File: src/rtl/mips_mem_pkg.sv
// Shared widths, arbiter state codes and request latch layout for the data-memory path.
package mips_mem_pkg;

   localparam int ADDR_W = 12;
   localparam int DATA_W = 32;

   typedef enum logic [1:0] {
      ST_IDLE   = 2'd0,
      ST_ACCESS = 2'd1,
      ST_DONE   = 2'd2
   } arb_state_t;

   typedef struct packed {
      logic              wr;
      logic [ADDR_W-1:0] addr;
      logic [DATA_W-1:0] wdata;
   } mem_req_t;

   // CPU has priority unless port 1 has waited through STARVE_MAX CPU grants.
   function automatic logic m1_wins(input logic m0_req, input logic m1_req, input logic starved);
      return m1_req & (~m0_req | starved);
   endfunction

endpackage

File: src/rtl/arb_starve_ctr.sv
// Saturating count of CPU grants taken while port 1 was waiting.
module arb_starve_ctr #(
   parameter int STARVE_MAX = 4
) (
   input  logic clk,
   input  logic rst,
   input  logic inc_i,
   input  logic clr_i,
   output logic at_max_o
);

   localparam int CW = (STARVE_MAX > 1) ? $clog2(STARVE_MAX + 1) : 1;
   localparam logic [CW-1:0] MAX_V = CW'(STARVE_MAX);

   logic [CW-1:0] cnt_q, cnt_d;

   always_comb begin
      cnt_d = cnt_q;
      if (clr_i) begin
         cnt_d = '0;
      end else if (inc_i && (cnt_q != MAX_V)) begin
         cnt_d = cnt_q + 1'b1;
      end
   end

   always_ff @(posedge clk or negedge rst) begin
      if (!rst) begin
         cnt_q <= '0;
      end else begin
         cnt_q <= cnt_d;
      end
   end

   assign at_max_o = (cnt_q == MAX_V);

endmodule

File: src/rtl/dmem_arbiter.sv
// Two-port arbiter in front of the single-port Data_Memory: CPU priority with a
// starvation guard for port 1, req/ack handshake per port.
module dmem_arbiter
   import mips_mem_pkg::*;
#(
   parameter int MEM_LAT    = 1,
   parameter int STARVE_MAX = 4
) (
   input  logic              clk,
   input  logic              rst,
   input  logic              m0_req,
   input  logic              m0_wr,
   input  logic [ADDR_W-1:0] m0_addr,
   input  logic [DATA_W-1:0] m0_wdata,
   output logic [DATA_W-1:0] m0_rdata,
   output logic              m0_ack,
   output logic              m0_stall,
   input  logic              m1_req,
   input  logic              m1_wr,
   input  logic [ADDR_W-1:0] m1_addr,
   input  logic [DATA_W-1:0] m1_wdata,
   output logic [DATA_W-1:0] m1_rdata,
   output logic              m1_ack,
   output logic              dm_cs,
   output logic              dm_wr,
   output logic              dm_rd,
   output logic [ADDR_W-1:0] dm_addr,
   output logic [DATA_W-1:0] dm_din,
   input  logic [DATA_W-1:0] dm_dout,
   output logic              owner
);

   localparam int LW = (MEM_LAT > 1) ? $clog2(MEM_LAT) : 1;
   localparam logic [LW-1:0] LAST = LW'(MEM_LAT - 1);

   arb_state_t        state_q, state_d;
   mem_req_t          req_q, req_d;
   logic              winner_q, winner_d;
   logic              owner_q, owner_d;
   logic [LW-1:0]     lat_q, lat_d;
   logic [DATA_W-1:0] m0_rdata_q, m0_rdata_d;
   logic [DATA_W-1:0] m1_rdata_q, m1_rdata_d;
   logic              starved, starve_inc, starve_clr;

   arb_starve_ctr #(.STARVE_MAX(STARVE_MAX)) u_starve (
      .clk      (clk),
      .rst      (rst),
      .inc_i    (starve_inc),
      .clr_i    (starve_clr),
      .at_max_o (starved)
   );

   always_comb begin
      state_d    = state_q;
      req_d      = req_q;
      winner_d   = winner_q;
      owner_d    = owner_q;
      lat_d      = lat_q;
      m0_rdata_d = m0_rdata_q;
      m1_rdata_d = m1_rdata_q;
      starve_inc = 1'b0;
      starve_clr = 1'b0;
      case (state_q)
         ST_ACCESS: begin
            if (lat_q == LAST) begin
               state_d = ST_DONE;
               if (!req_q.wr) begin
                  if (winner_q) m1_rdata_d = dm_dout;
                  else          m0_rdata_d = dm_dout;
               end
            end else begin
               lat_d = lat_q + 1'b1;
            end
         end
         ST_DONE: state_d = ST_IDLE;
         // Encoding 2'd3 is unreachable but falls back to idle behaviour.
         default: begin
            starve_clr = ~m1_req;
            if (m0_req || m1_req) begin
               winner_d    = m1_wins(m0_req, m1_req, starved);
               owner_d     = winner_d;
               req_d.wr    = winner_d ? m1_wr    : m0_wr;
               req_d.addr  = winner_d ? m1_addr  : m0_addr;
               req_d.wdata = winner_d ? m1_wdata : m0_wdata;
               lat_d       = '0;
               state_d     = ST_ACCESS;
               if (winner_d) starve_clr = 1'b1;
               else          starve_inc = m1_req;
            end
         end
      endcase
   end

   always_ff @(posedge clk or negedge rst) begin
      if (!rst) begin
         state_q    <= ST_IDLE;
         req_q      <= '0;
         winner_q   <= 1'b0;
         owner_q    <= 1'b0;
         lat_q      <= '0;
         m0_rdata_q <= '0;
         m1_rdata_q <= '0;
      end else begin
         state_q    <= state_d;
         req_q      <= req_d;
         winner_q   <= winner_d;
         owner_q    <= owner_d;
         lat_q      <= lat_d;
         m0_rdata_q <= m0_rdata_d;
         m1_rdata_q <= m1_rdata_d;
      end
   end

   // Strobes decode straight from the state register so reset kills dm_wr at once.
   assign dm_cs    = (state_q == ST_ACCESS);
   assign dm_wr    = dm_cs & req_q.wr;
   assign dm_rd    = dm_cs & ~req_q.wr;
   assign dm_addr  = dm_cs ? req_q.addr  : '0;
   assign dm_din   = dm_cs ? req_q.wdata : '0;
   assign m0_ack   = (state_q == ST_DONE) & ~winner_q;
   assign m1_ack   = (state_q == ST_DONE) & winner_q;
   assign m0_stall = m0_req & ~m0_ack;
   assign m0_rdata = m0_rdata_q;
   assign m1_rdata = m1_rdata_q;
   assign owner    = owner_q;

endmodule
File: config.mk
export PLATFORM = sky130hd
export DESIGN_NAME = dmem_arbiter
export DESIGN_NICKNAME = d
export VERILOG_FILES = /design/src/rtl/mips_mem_pkg.sv /design/src/rtl/arb_starve_ctr.sv /design/src/rtl/dmem_arbiter.sv
export SDC_FILE = /design/constraint.sdc
export NUM_CORES = 1
export LEC_CHECK = 0
export CAP_MARGIN = 0
export CORE_AREA = 2 2 120 122
export CTS_BUF_LIST = sky130_fd_sc_hd__clkbuf_4
export CTS_CLUSTER_DIAMETER = 30
export CTS_CLUSTER_SIZE = 10
export DETAILED_ROUTE_END_ITERATION = 7
export DIE_AREA = 0 0 122 124
export DONT_BUFFER_PORTS = 1
export SLEW_MARGIN = 20
export SYNTH_ARGS = -nofsm -noshare
export SYNTH_HDL_FRONTEND = slang
export SYNTH_HIERARCHICAL = 1
export SYNTH_SLANG_ARGS = --single-unit
File: constraint.sdc
create_clock -name clk -period 2.7 [get_ports clk]
set_input_delay 0.135 -clock clk [delete_from_list [all_inputs] [get_ports clk]]
set_output_delay 0.135 -clock clk [all_outputs]
set_load 0.02 [all_outputs]
==> impl_metrics.json, run 1 <==
{
  "cts-root-buf": "clkbuf_4",
  "yosys.area_share.simple": 0.1476,
  "clock_sinks": 115,
  "start_util": 0.3962,
  "cts_resized": 0,
  "outcome": "stopped before the end",
  "synth_edf_count": 0,
  "avgSynthCellArea_sq_um": 11.23,
  "netlist_instances": 484,
  "synth_nets": 615,
  "die_w_um": 122,
  "yosysWarnings": 6,
  "synth.distinct_cells": 33,
  "post_synth_xor_area_fraction": 0,
  "dp_hpwl_mm": 8.869,
  "boundaryPins": 241,
  "ys_ff_latch": 115,
  "cts_buffers": 17,
  "async_flop_share": 1.000,
  "firstError": "[ERROR RSZ-0060] Max buffer count reached.",
  "synth_ff_type": "dfrtp_1",
  "clk_path_buf_depth": 2,
  "postCtsHoldBufs": 133,
  "htree_levels": 4,
  "ys_seq_area_frac": 0.5295,
  "die_y_um": 124,
  "post_cts_buffers": 0,
  "yosys.area_share.adder": 0.01151,
  "synth_top_family_by_area": "multiplexers",
  "muxShareOfSynthArea": 0.1621,
  "synth_compound_area_frac": 0.09991,
  "netlist_area_sq_mm": 0.005435,
  "gp_congestion": 0.7280,
  "port_buffers": 0,
  "num_rows": 43,
  "stop_stage": "clock tree synthesis (4_1_cts)"
}
==> cell usage after synthesis, types with 3 or more instances <==
library cell  number  area [sq um]
ha_1               5         62.56
inv_1              6         22.52
o21ai_1            4         20.02
nor2_1            46         172.7
clkbuf_1          20         75.07
mux2_2            36         405.4
buf_2             13         65.06
buf_12             3         60.06
nand2b_1           3         18.77
mux2_4            31         465.5
nand3_1           46         230.2
o21ai_0           42         210.2
a31oi_1           45         281.5
and2_1            46         287.8
dfrtp_1          115          2878
nor2b_1            3         18.77
buf_4              4         30.03
==> per-stage QoR <==
step | cell area [sq um] | hold slack, ps | cells | util | setup slack [ps]
global placement | 5475 | -158.1 | 628 | 0.3991 | 742.3
floorplan | 5435 | -160.6 | 484 | - | 647.6
detailed placement | 5475 | -157.7 | 628 | 0.3991 | 647.7
==> cell families after synthesis <==
| family | after synthesis |
|---|---|
| fa+ha+maj | 5 |
| buf+inv | 48 |
| simple gates | 153 |
| flops | 115 |
| compound gates | 95 |
| mux | 68 |
==> run 2: changes to the inputs <==
--- a/config.mk
+++ b/config.mk
@@ -6,13 +6,11 @@
 export NUM_CORES = 1
 export LEC_CHECK = 0
 export CAP_MARGIN = 0
-export CORE_AREA = 2 2 120 122
-export CTS_BUF_LIST = sky130_fd_sc_hd__clkbuf_4
-export CTS_CLUSTER_DIAMETER = 30
-export CTS_CLUSTER_SIZE = 10
+export CORE_AREA = 2 2 151 153
 export DETAILED_ROUTE_END_ITERATION = 7
-export DIE_AREA = 0 0 122 124
+export DIE_AREA = 0 0 153 155
 export DONT_BUFFER_PORTS = 1
+export PLACE_DENSITY_LB_ADDON = 0.15
 export SLEW_MARGIN = 20
 export SYNTH_ARGS = -nofsm -noshare
 export SYNTH_HDL_FRONTEND = slang
==> run 2 against run 1 <==
  * Area after synthesis unchanged
  * Synthesized cell count is the same
  * The flow now finishes, with violations (negative hold slack)
==> impl_metrics.json, run 2 <==
{
  "synth.distinct_cells": 33,
  "clk_latency_ps": 410,
  "grt_use_total": 0.1297,
  "postCtsHoldBufs": 123,
  "synth_area_leader_cell": "dfrtp_1",
  "drive_above_1_share": 0.1891,
  "r2r_end": "req_q[23]",
  "netlist_instances": 484,
  "crit_path_end_kind": "register",
  "synth.most_common_cell": "dfrtp_1",
  "synth_edf_count": 0,
  "top_register": "req_q",
  "endpoint": "req_q[23]",
  "hold_slack_ps": -577.2,
  "period_needed_ps": 2485,
  "criticalPathCategory": "reg -> reg",
  "crit_start": "state_q[0]",
  "clock_sinks": 115,
  "grtUsageMet2": 0.2227,
  "r2r-start": "state_q[0]",
  "slew_viol_final": 0,
  "synth_nets": 615,
  "hold_viol": 115,
  "fmax_ghz": 0.4024,
  "rsz0062_at_grt": "no",
  "critPathArrivalTime_ps": 2820,
  "finalSetupTns_ps": 0,
  "outcome": "finished, violations left",
  "worstMarginPinSlew_ps": 664.1,
  "synthTopCellsByCount": "dfrtp_1 (115), and2_1 (46), nand3_1 (46), nor2_1 (46), a31oi_1 (45)",
  "boundaryPins": 241,
  "largest_reg_flops": 45,
  "grt-busiest-layer": "met2",
  "finalClockSkew_ps": 8.943,
  "cts_tree": "yes",
  "htree_levels": 4,
  "grt_max_degree": 116,
  "diodes": 0,
  "vias": 4169,
  "final_util": 0.3361,
  "powerDensity_mw_per_mm2": 1341,
  "grt_pass1_vias": 4552,
  "netlist.area_leader.share": 0.5295,
  "dp_hpwl_mm": 9.612,
  "final_common_cell": "dlygate4sd3_1",
  "async_flop_share": 1.000,
  "synth_area_leaders": "dfrtp_1 (53%), mux2_4 (8.6%), mux2_2 (7.5%)",
  "maxCapViolations": 0,
  "start_kind": "register",
  "ff2ff_path_depth": 7,
  "setup_viol": 0,
  "grt_pass1_wl_mm": 24.05,
  "gp_congestion": 0.7208,
  "clk_path_buf_depth": 2,
  "avgSynthCellArea_sq_um": 11.23,
  "drt_pre_antenna_iters": 4,
  "cp.required_ps": 3040,
  "path_clk_slew_ps": 60,
  "path_max_fanout": 72,
  "die_w_um": 153,
  "post-route-period-util": 0.9204,
  "slew_headroom": 0.5573,
  "met3_usage": 0.05237,
  "drc": 0,
  "drt-total-wl_mm": 15.35,
  "ys_ff_latch": 115,
  "yosysWarnings": 6,
  "die_area_sq_mm": 0.02372,
  "total_leakage_power_uw": 0.003017,
  "port_buffers": 0,
  "drt_iter0_drc": 104,
  "final_nets": 721,
  "gr-usage-met1": 0.1453,
  "ff2ff_setup_slack_ps": 210,
  "start_util": 0.2445,
  "wire_per_inst_um": 17.28,
  "core_sq_mm": 0.02223,
  "hp-class": "in -> async",
  "avgViaCountPerCell": 4.695,
  "die_y_um": 155,
  "violations": "negative hold slack",
  "num_rows": 55,
  "antenna_found_initial": 0,
  "syn_to_final_growth_pct": 37.43,
  "cts-root-buf": "clkbuf_16",
  "most-common-layout-cells": "dlygate4sd3_1 (122), dfrtp_1 (115), and2_1 (46), nand3_1 (46), nor2_1 (46)",
  "ant_nets": 0,
  "cts_buffers": 17,
  "netlist_area_sq_mm": 0.005435,
  "ys_seq_area_frac": 0.5295,
  "max-vdd-ir-drop_mv": 0.4241,
  "grt-ovfl-total": 0,
  "synth_ff_type": "dfrtp_1"
}
## run 2: worst min path at each step
stage,startpoint,end,slack (ps)
after floorplan,rst,m0_rdata[0],-160
after global placement,rst,m0_rdata[28],-160
after detailed placement,rst,m1_rdata[28],-160
after CTS,rst,req_q[17],-610
after global routing,rst,req_q[17],-610
final,rst,m1_rdata[28],-580
## run 2: where the power goes
group / internal, uW / total [uW] / leakage (uW) / switching [uW]
clock: 1420 / 2290 / 0.000287 / 865
sequential: 2610 / 3810 / 0.00133 / 1190
combinational: 2050 / 3930 / 0.00140 / 1870
total: 6090 / 10000 / 0.00302 / 3930
## run 2: what timing repair did
item                                    CTS  global route
endpoints found under the setup margin    0            42
gates resized for setup                   0             2
endpoints found under the hold margin   225           115
setup buffers                             0             0
## run 2: logic make-up after synthesis
family                     count (synthesis)  synth area share
adders and majority gates                  5           0.01151
DFF                                      115            0.5295
and+or+nand+nor                          153            0.1476
buffers and inverters                     48           0.04949
muxes                                     68            0.1621
AOI/OAI and AO/OA                         95           0.09991
## run 2: critical path: stages (launching register included)
cell	delay (ps)
dfrtp_1	390
inv_1	70
ha_1	360
o21a_2	420
buf_12	320
nor2_1	70
a31oi_1	160
dlygate4sd3_1	570
## run 2: through the flow
stage          worst slack [ps]  area (sq um)  std cells  total power [uW]
4_1_cts                   107.5          7461        888             10140
3_5_place_dp              633.1          5622        733              6903
5_1_grt                   74.96          7470        888             10630
6_report                  214.9          7470        888             10020
2_1_floorplan             647.6          5435        484              6316
3_3_place_gp              692.2          5622        733              6863
## run 2: metal layers
metal,part of all wire,vias up
li1,-,1909
met1,0.40,2041
met2,0.49,198
met3,0.086,21
met4,0.021,0
met5,0,-
## run 2: layout make-up
type / instances / area [sq um]
flip-flops and latches: 115 / 2878
well taps: 285 / 356.6
inverters: 6 / 22.52
repair buffers: 129 / 1315
fillers: 2230 / 14760
clock inverters: 13 / 145.1
clock buffers: 19 / 452.9
multi-input cells: 321 / 2300
No activity file was read; power rests on OpenSTA's default activity.
